$ cat src/rtl/bus_dma.sv
// Word-copy DMA initiator for the peripheral bus.
// Reads one word, holds it, writes it, and repeats len times.
module bus_dma #(
  parameter int DW = 16,
  parameter int AW = 13
) (
  input  logic          clk,
  input  logic          rst,
  input  logic          start,
  input  logic          abort,
  input  logic [AW-1:0] src,
  input  logic [AW-1:0] dst,
  input  logic [AW-1:0] len,
  output logic          busy,
  output logic          done,
  output logic          aborted,
  output logic [AW-1:0] xfer_cnt,
  output logic [AW-1:0] bus_addr,
  output logic [DW-1:0] bus_wdata,
  output logic          bus_we,
  input  logic [DW-1:0] bus_rdata
);

  typedef enum logic [2:0] {
    IDLE, RD, CAP, WR, DONE, ABT
  } state_t;

  state_t        state;
  logic [AW-1:0] src_q;
  logic [AW-1:0] dst_q;
  logic [AW-1:0] len_q;
  logic [AW-1:0] idx;
  logic [AW-1:0] idx_nx;
  logic [DW-1:0] hold;

  assign idx_nx    = idx + AW'(1);
  assign bus_wdata = hold;

  // Outputs are registered alongside the state they belong to,
  // so each output cycle lines up exactly with its state cycle.
  always_ff @(posedge clk or posedge rst) begin
    if (rst) begin
      state    <= IDLE;
      busy     <= 1'b0;
      done     <= 1'b0;
      aborted  <= 1'b0;
      bus_we   <= 1'b0;
      bus_addr <= '0;
      xfer_cnt <= '0;
      hold     <= '0;
      src_q    <= '0;
      dst_q    <= '0;
      len_q    <= '0;
      idx      <= '0;
    end else begin
      done    <= 1'b0;
      aborted <= 1'b0;
      bus_we  <= 1'b0;
      unique case (state)
        IDLE: begin
          bus_addr <= '0;
          if (start) begin
            src_q    <= src;
            dst_q    <= dst;
            len_q    <= len;
            xfer_cnt <= '0;
            idx      <= '0;
            busy     <= 1'b1;
            if (len == '0) begin
              state <= DONE;
              done  <= 1'b1;
            end else begin
              state    <= RD;
              bus_addr <= src;
            end
          end
        end
        RD: begin
          if (abort) begin
            state    <= ABT;
            aborted  <= 1'b1;
            bus_addr <= '0;
          end else begin
            state <= CAP;
          end
        end
        CAP: begin
          hold <= bus_rdata;
          if (abort) begin
            state    <= ABT;
            aborted  <= 1'b1;
            bus_addr <= '0;
          end else begin
            state    <= WR;
            bus_addr <= dst_q + idx;
            bus_we   <= 1'b1;
          end
        end
        WR: begin
          xfer_cnt <= xfer_cnt + AW'(1);
          idx      <= idx_nx;
          if (abort) begin
            state    <= ABT;
            aborted  <= 1'b1;
            bus_addr <= '0;
          end else if (idx_nx == len_q) begin
            state    <= DONE;
            done     <= 1'b1;
            bus_addr <= '0;
          end else begin
            state    <= RD;
            bus_addr <= src_q + idx_nx;
          end
        end
        DONE, ABT: begin
          state    <= IDLE;
          busy     <= 1'b0;
          bus_addr <= '0;
        end
        default: begin
          state    <= IDLE;
          busy     <= 1'b0;
          bus_addr <= '0;
        end
      endcase
    end
  end

endmodule

$ cat config.mk
export PLATFORM = sky130hd
export DESIGN_NAME = bus_dma
export DESIGN_NICKNAME = d
export VERILOG_FILES = /design/src/rtl/bus_dma.sv
export SDC_FILE = /design/constraint.sdc
export NUM_CORES = 1
export LEC_CHECK = 0
export CORE_MARGIN = 3
export CORE_UTILIZATION = 41
export CTS_BUF_LIST = sky130_fd_sc_hd__clkbuf_16
export CTS_CLUSTER_DIAMETER = 150
export DETAILED_ROUTE_END_ITERATION = 12
export PLACE_DENSITY = 0.63
export SYNTH_ARGS = -nofsm -noshare
export SYNTH_HDL_FRONTEND = slang
export SYNTH_SLANG_ARGS = --single-unit
$ cat constraint.sdc
create_clock -name clk -period 3.5 [get_ports clk]
set_input_delay 0.7 -clock clk [delete_from_list [all_inputs] [get_ports clk]]
set_output_delay 0.7 -clock clk [all_outputs]
set_load 0.05 [all_outputs]
Word level (Yosys, flattened, before mapping)
Index checks and enable logic that the tools add are counted.

Register bits: 101. Bits of input ports: 59. Output and inout port bits: 46. Word-level logic and storage cells: 58.

Add/sub/neg operators: 4. Equality and inequality tests: 6. Muxes and demuxes: 28. Bitwise logic cells: 1. Reductions and logical operators: 7.

Operator list (count): 2-to-1 mux 13 bit (7); case mux 13 bit (2 select lines) (2); case mux 13 bit (4 select lines) (1); adder 13 x 1 -> 13 bit, second input constant (2); adder 13 bit (2); 2-to-1 mux 3 bit (6); == test 13 bit (1); zero test 13 bit (1); case mux 3 bit (4 select lines) (1); 2-to-1 mux 1 bit (9); == test 3 x 2 -> 1 bit, second input constant (2); AND reduction 2 bit (3); != test 2 bit, second input constant (2); case mux 1 bit (2 select lines) (2); == test 3 x 1 -> 1 bit, second input constant (1); zero test 3 bit (1); OR reduction 3 bit (1); nonzero test 2 bit (1); inverter 1 bit (1).

Depth between registers and ports, before layout
Gate-level depths: netlist (run 1).

Depth in word-level cells: 5. Mapped depth: 13. Gate-level depth less buffers: 12.

Least setup slack after synthesis (run 1)
Ideal clock, no wire load.

Path type: register to register. Start point: reg idx[0]. End point: reg bus_addr[9]. Library setup time: 120 ps. Arrival time: 2693 ps. Data required time: 3380 ps. Setup slack: 687 ps. Stages on the path, launching flop included: 13. Path buffers: 1. Period minus slack after synthesis: 2813 ps. Cells stage by stage: dfrtp_1 ha_1 and3_1 buf_6 and3_4 xnor2_1 inv_1 ha_1 and3_1 a21oi_1 nand3b_1 or2_2 a31o_2.

Longest elaborated chain between the ends: 5. Elaborated cells between the ends (all ways): 8. Classes of those cells: add/sub: 3; eq/ne: 1; mux: 4.

Ends and longest elaborated chain: from (decl) (RTL line 32) `logic [AW-1:0] idx;`; from (signal assigned) (RTL line 101) `idx <= idx_nx;`; adder 13 x 1 -> 13 bit (RTL line 36) `assign idx_nx = idx + AW'(1);`; adder 13 bit or == test 13 bit (tied branches) (RTL line 112, 106); 2-to-1 mux 13 bit (RTL line 106) `end else if (idx_nx == len_q) begin`; 2-to-1 mux 13 bit (RTL line 102) `if (abort) begin`; case mux 13 bit (4 select lines) * (RTL line 59) `unique case (state)`; to (signal assigned) (RTL line 74) `bus_addr <= src;`; to (signal assigned) (RTL line 95) `bus_addr <= dst_q + idx;`; to (signal assigned) (RTL line 112) `bus_addr <= src_q + idx_nx;`; to (decl) (RTL line 18) `output logic [AW-1:0] bus_addr,`.

Mark *: on every way between the ends. The rest lies on a longest branch, timed or not. A chain may end at the register's enable or synchronous reset.

Worst setup path in the final report (run 1)
Start point: reg idx[0]. End point: reg bus_addr[12].

Same word-level chain as after synthesis.

==> impl_metrics.ini, run 1 <==
[run_status]
outcome = finished clean

[run]
maxCapViolations = 0

[floorplan]
rows = 43
dieWidth_um = 126
start_util_pct = 42.2
io_pins = 105
coreArea_sq_um = 14000
die_area_sq_um = 15900
die_h_um = 126

[final_layout]
drive_gt1_share_pct = 7.71
diodes = 0
fin_nets = 821
final_common_cell = nand2_1
area_growth_pct = 25.1
final_cell_mix = nand2_1, clkdlybuf4s50_1, dfrtp_1

[setup_path]
cp-end-kind = register
cp-startpoint = idx[0]
r2r-start = idx[0]
critPathMaxFanout = 9
startpoint_type = register
required_ns = 3.75
arrival_ns = 3.39
critical_path_class = reg2reg
r2r_slack_ns = 0.37

[synth]
ys_seq_area_share_pct = 42.8
yosysTopAreaCell = dfrtp_1
synth_edf_count = 0
ys_warn_count = 0
synth_ff_type = dfrtp_1
syn-num-nets = 730
async_flop_share_pct = 100
syn_inst = 643
yosys-top-cells-area = dfrtp_1, nand2_1, ha_1
synth.distinct_cells = 64
synth_area_sq_um = 5900
synth_top_area_share_pct = 42.8
ys_ff_latch = 101
syn_area_per_cell_sq_um = 9.18

[clock_tree]
ctsHoldBuffers = 0
postCtsSetupBuffers = 0
cts-root-buf = clkbuf_16
numCtsBuffers = 9
clk_latency_ns = 0.36
cts_resized = 0
path_clk_slew_ns = 0.08
clock-sinks = 101
cts_tree = done
clock_path_buffers = 2
cts_htree_levels = 3

[hold_path]
min-delay-start = dst_q[11]
hold_class = reg2reg

[route]
vias = 5029
ant_nets = 0
route.detailed.wl_per_inst_um = 16.8
drt-pass1-iter-count = 6
drc = 0
drt_iter0_markers = 289
avgViaCountPerCell = 5.47
drt-total-wl_um = 15400

[global_route]
grt_pass1_wl_um = 25500
grt_use_total_pct = 19.9
grt_max_degree = 92
grt_antenna_before_repair = 0
grt_pass1_vias = 5078
gr-total-overflow = 0

[timing]
fin_setup_tns_ns = 0
fmaxAchievable_mhz = 319
finalCritPeriodShare_pct = 89.5
maxSlewHeadroom_pct = 34.6
setup_violations = 0
fin_skew_ns = 0.0104
rsz0062_at_grt = no
finalHoldViolations = 0
tightest_slew_ns = 0.981
fin_crit_ns = 3.13
finalMaxSlewViolations = 0

[power]
peakVddDrop_uv = 516
finalPower_mw = 6.02
leakage_nw = 3.42
powerDensity_nw_per_um2 = 816

[placed_design]
dp_hpwl_um = 11100
numPortBuffers = 104
gp_congestion = 0.854
## final timing paths
| path | to | depth (start not counted) |
|---|---|---|
| setup / recovery | bus_addr[12] | 12 |
| hold / removal | dst_q[11] | 2 |
| setup reg to reg | bus_addr[12] | 12 |
| hold reg to reg | dst_q[11] | 2 |
| max in group asynchronous | dst_q[9] | 3 |
| min in group asynchronous | xfer_cnt[1] | 2 |
## synth_stat cells (all sizes together), types with 3 or more instances
cell      n
a211oi    5
a21o     12
a21oi    19
a221o     5
a22oi     3
a31oi    10
a32o      3
a32oi     5
and2      3
and3     14
buf      10
clkbuf   21
dfrtp   101
ha       26
inv      12
mux2     16
mux2i     3
nand2   142
nand2b    4
nand3    29
nand3b    5
nand4     8
nor2     28
nor3     13
nor3b     6
nor4      4
o21a      4
o21ai    45
o31ai    10
or2       5
or3       3
xnor2    28
xor2     13
## area by class of cell
cell class / count / area (sq um)
timing repair buffer: 111 / 1110
tap: 180 / 225
inverter: 13 / 51.3
clock inverter: 7 / 55.1
fill: 1307 / 6610
multi-input combinational: 498 / 3190
sequential: 101 / 2530
clock buffer: 9 / 225
## cell families after synthesis
group	Yosys count	synth area share (%)
simple gates	269	21.7
compound gates	140	15.9
flops	101	42.8
buf+inv	44	3.33
xor+xnor	42	6.46
fa+ha+maj	28	6.19
mux	19	3.56
## registers in the layout, summed over array words and instances, names as in the netlist
register and cells:
aborted 1, bus_addr 13, bus_wdata 16, bus_we 1
busy 1, done 1, dst_q 13, idx 13
len_q 13, src_q 13, state 3, xfer_cnt 13
## per-stage QoR
stage	instance area [sq um]	util (%)	setup WS [ns]	hold slack, ns	std cells
2_1_floorplan	5900	-	0.153	0.452	643
3_3_place_gp	7100	50.8	0.466	0.470	903
3_5_place_dp	7100	50.8	0.387	0.475	903
4_1_cts	7380	52.8	0.354	0.496	919
5_1_grt	7380	52.8	0.122	0.520	919
6_report	7380	52.8	0.366	0.495	919
## critical path, cell delays in order (launching register included)
cell	delay, ns
dfrtp_1	0.49
ha_1	0.29
and3_1	0.30
and3_4	0.23
xnor2_1	0.30
inv_1	0.08
ha_1	0.37
and3_1	0.18
nand3_1	0.11
and3_1	0.18
nor3_1	0.22
xnor2_1	0.10
a21o_1	0.18
## layer usage
layer,GRT usage (%),up-vias,part of all wire (%)
met2,32.1,119,48
met4,5.74,0,1.5
met5,0,-,0
li1,-,2465,-
met1,26.0,2429,45
met3,6.11,16,6.0
## power breakdown
part / total, mW / switching [mW] / internal (mW)
combinational: 3.05 / 1.86 / 1.19
clock: 0.976 / 0.483 / 0.493
sequential: 2.00 / 0.389 / 1.61
Note: power is estimated with default switching activity, not from simulation.
==> run 2, diff against run 1 <==
Settings changed: SETUP_SLACK_MARGIN set to 0.5.
==> impl_metrics.ini, run 2 (synthesis gave the netlist of run 1 again) <==
[run_status]
outcome = finished clean

[final_layout]
fillers = 1337
drive_gt1_share_pct = 10.4
design_area_sq_um = 7540
final_cell_mix = nand2_1, clkdlybuf4s50_1, dfrtp_1
multiInputGateArea_sq_um = 3290
diodes = 0
largest_reg_flops = 16
fin_nets = 824
final_cells = 922
register_area_sq_um = 2530
area_growth_pct = 27.7
fin_util_pct = 53.9
final_common_cell = nand2_1

[setup_path]
cp-end-kind = register
critical_path_class = reg2reg
slowest_delay_ns = 0.44
r2r_end = bus_addr[12]
startpoint_type = register
r2r_slack_ns = 0.61
critPathMaxFanout = 5
cp_slowest_cell = a2111oi_4
r2r_cells = 10
required_ns = 3.75
r2r-start = idx[0]
cp_cell_sequence = buf_4 > ha_4 > fa_2 > a211o_1 > a2111oi_4 > o31ai_2 > o41ai_2 > xnor2_1 > o21ai_1 > a21o_1
arrival_ns = 3.14

[clock_tree]
path_clk_slew_ns = 0.07
clock_path_buffers = 2
ctsHoldBuffers = 0
cts_tree = done
clk_latency_ns = 0.36
clock-sinks = 101
cts-root-buf = clkbuf_16
cts_htree_levels = 3
numCtsBuffers = 9

[timing]
finalHoldViolations = 0
finalCritPeriodShare_pct = 82.6
fmaxAchievable_mhz = 346
finalMaxSlewViolations = 0
tightest_slew_ns = 1.02
fin_crit_ns = 2.89
fin_skew_ns = 0.00801
fin_setup_tns_ns = 0
hold_ws_ns = 0.497
setup_slack_ns = 0.609
rsz0062_at_grt = yes
maxSlewHeadroom_pct = 32.2
setup_violations = 0

[power]
internal_power_mw = 3.40
seqPwrFrac_pct = 32.7
p_comb_share_pct = 50.2
finalPower_mw = 6.19
power_frac_clock_pct = 17.1
p_sw_share_pct = 45.1
leakage_nw = 3.45
p_switching_mw = 2.79
powerDensity_nw_per_um2 = 821
peakVddDrop_uv = 609

[route]
avgViaCountPerCell = 5.50
drc = 0
drt-total-wl_um = 16100
vias = 5075
drt_iter0_markers = 295
drt-pass1-iter-count = 5
route.detailed.wl_per_inst_um = 17.4
ant_nets = 0

[global_route]
grt_pass1_vias = 5144
grt_pass1_wl_um = 26700
gr-total-overflow = 0
grt_use_total_pct = 20.9
grt_antenna_before_repair = 0
grt_max_degree = 102

[floorplan]
die_h_um = 126
start_util_pct = 42.2
rows = 43
die_area_sq_um = 15900
io_pins = 105
dieWidth_um = 126
coreArea_sq_um = 14000

[placed_design]
dp.cells = 903
numPortBuffers = 104
dp_hpwl_um = 11400
dp_slack_ns = 0.386
placedInstanceArea_sq_um = 7100
gp_congestion = 0.858

[hold_path]
hold_class = reg2reg
min-delay-start = dst_q[11]
hold_depth = 2
hold_path_end = dst_q[11]

[run]
maxCapViolations = 0
[run 2: layout make-up]
cell class | count | area share (%)
repair buffers | 114 | 15.0
well taps | 180 | 2.99
clock buffers | 9 | 2.99
clock inverters | 7 | 1.08
flip-flops and latches | 101 | 33.6
multi-input cells | 498 | 43.7
inverters | 13 | 0.697
[run 2: worst max path at each step]
stage / to / from / cells after the start
2_1_floorplan: bus_addr[9] / idx[0] / 12
3_3_place_gp: bus_addr[12] / idx[0] / 12
3_5_place_dp: bus_addr[12] / idx[0] / 12
4_1_cts: bus_addr[12] / idx[1] / 12
5_1_grt: bus_addr[12] / idx[0] / 12
6_report: bus_addr[12] / idx[0] / 10
[run 2: timing repair]
item                       4_1_cts  5_1_grt
setup buffers                    0        3
cloned                           0        0
setup endpoints to repair        3        3
pin swaps                        0        6
gates resized for setup          4       20
[run 2: per-layer routing]
layer / part of all wire [%] / track usage [%]
met1: 45 / 28.4
met2: 47 / 32.5
met3: 6.7 / 6.53
met4: 1.4 / 5.36
met5: 0 / 0
[run 2: critical path: cells and delay by family (launching register included)]
kind / cells / cell delay [ns]
compound gates: 6 / 1.49
xor+xnor: 1 / 0.15
fa+ha+maj: 2 / 0.54
buf+inv: 1 / 0.17
flops: 1 / 0.43
[run 2: power groups by stage]
stage	registers [mW]	logic, mW	clock network [mW]
finish	2.03	3.11	1.06
global route	2.09	3.40	1.15
CTS	2.02	3.07	1.09
detailed placement	2.03	3.04	0
global placement	2.02	3.02	0
floorplan	2.58	1.52	0
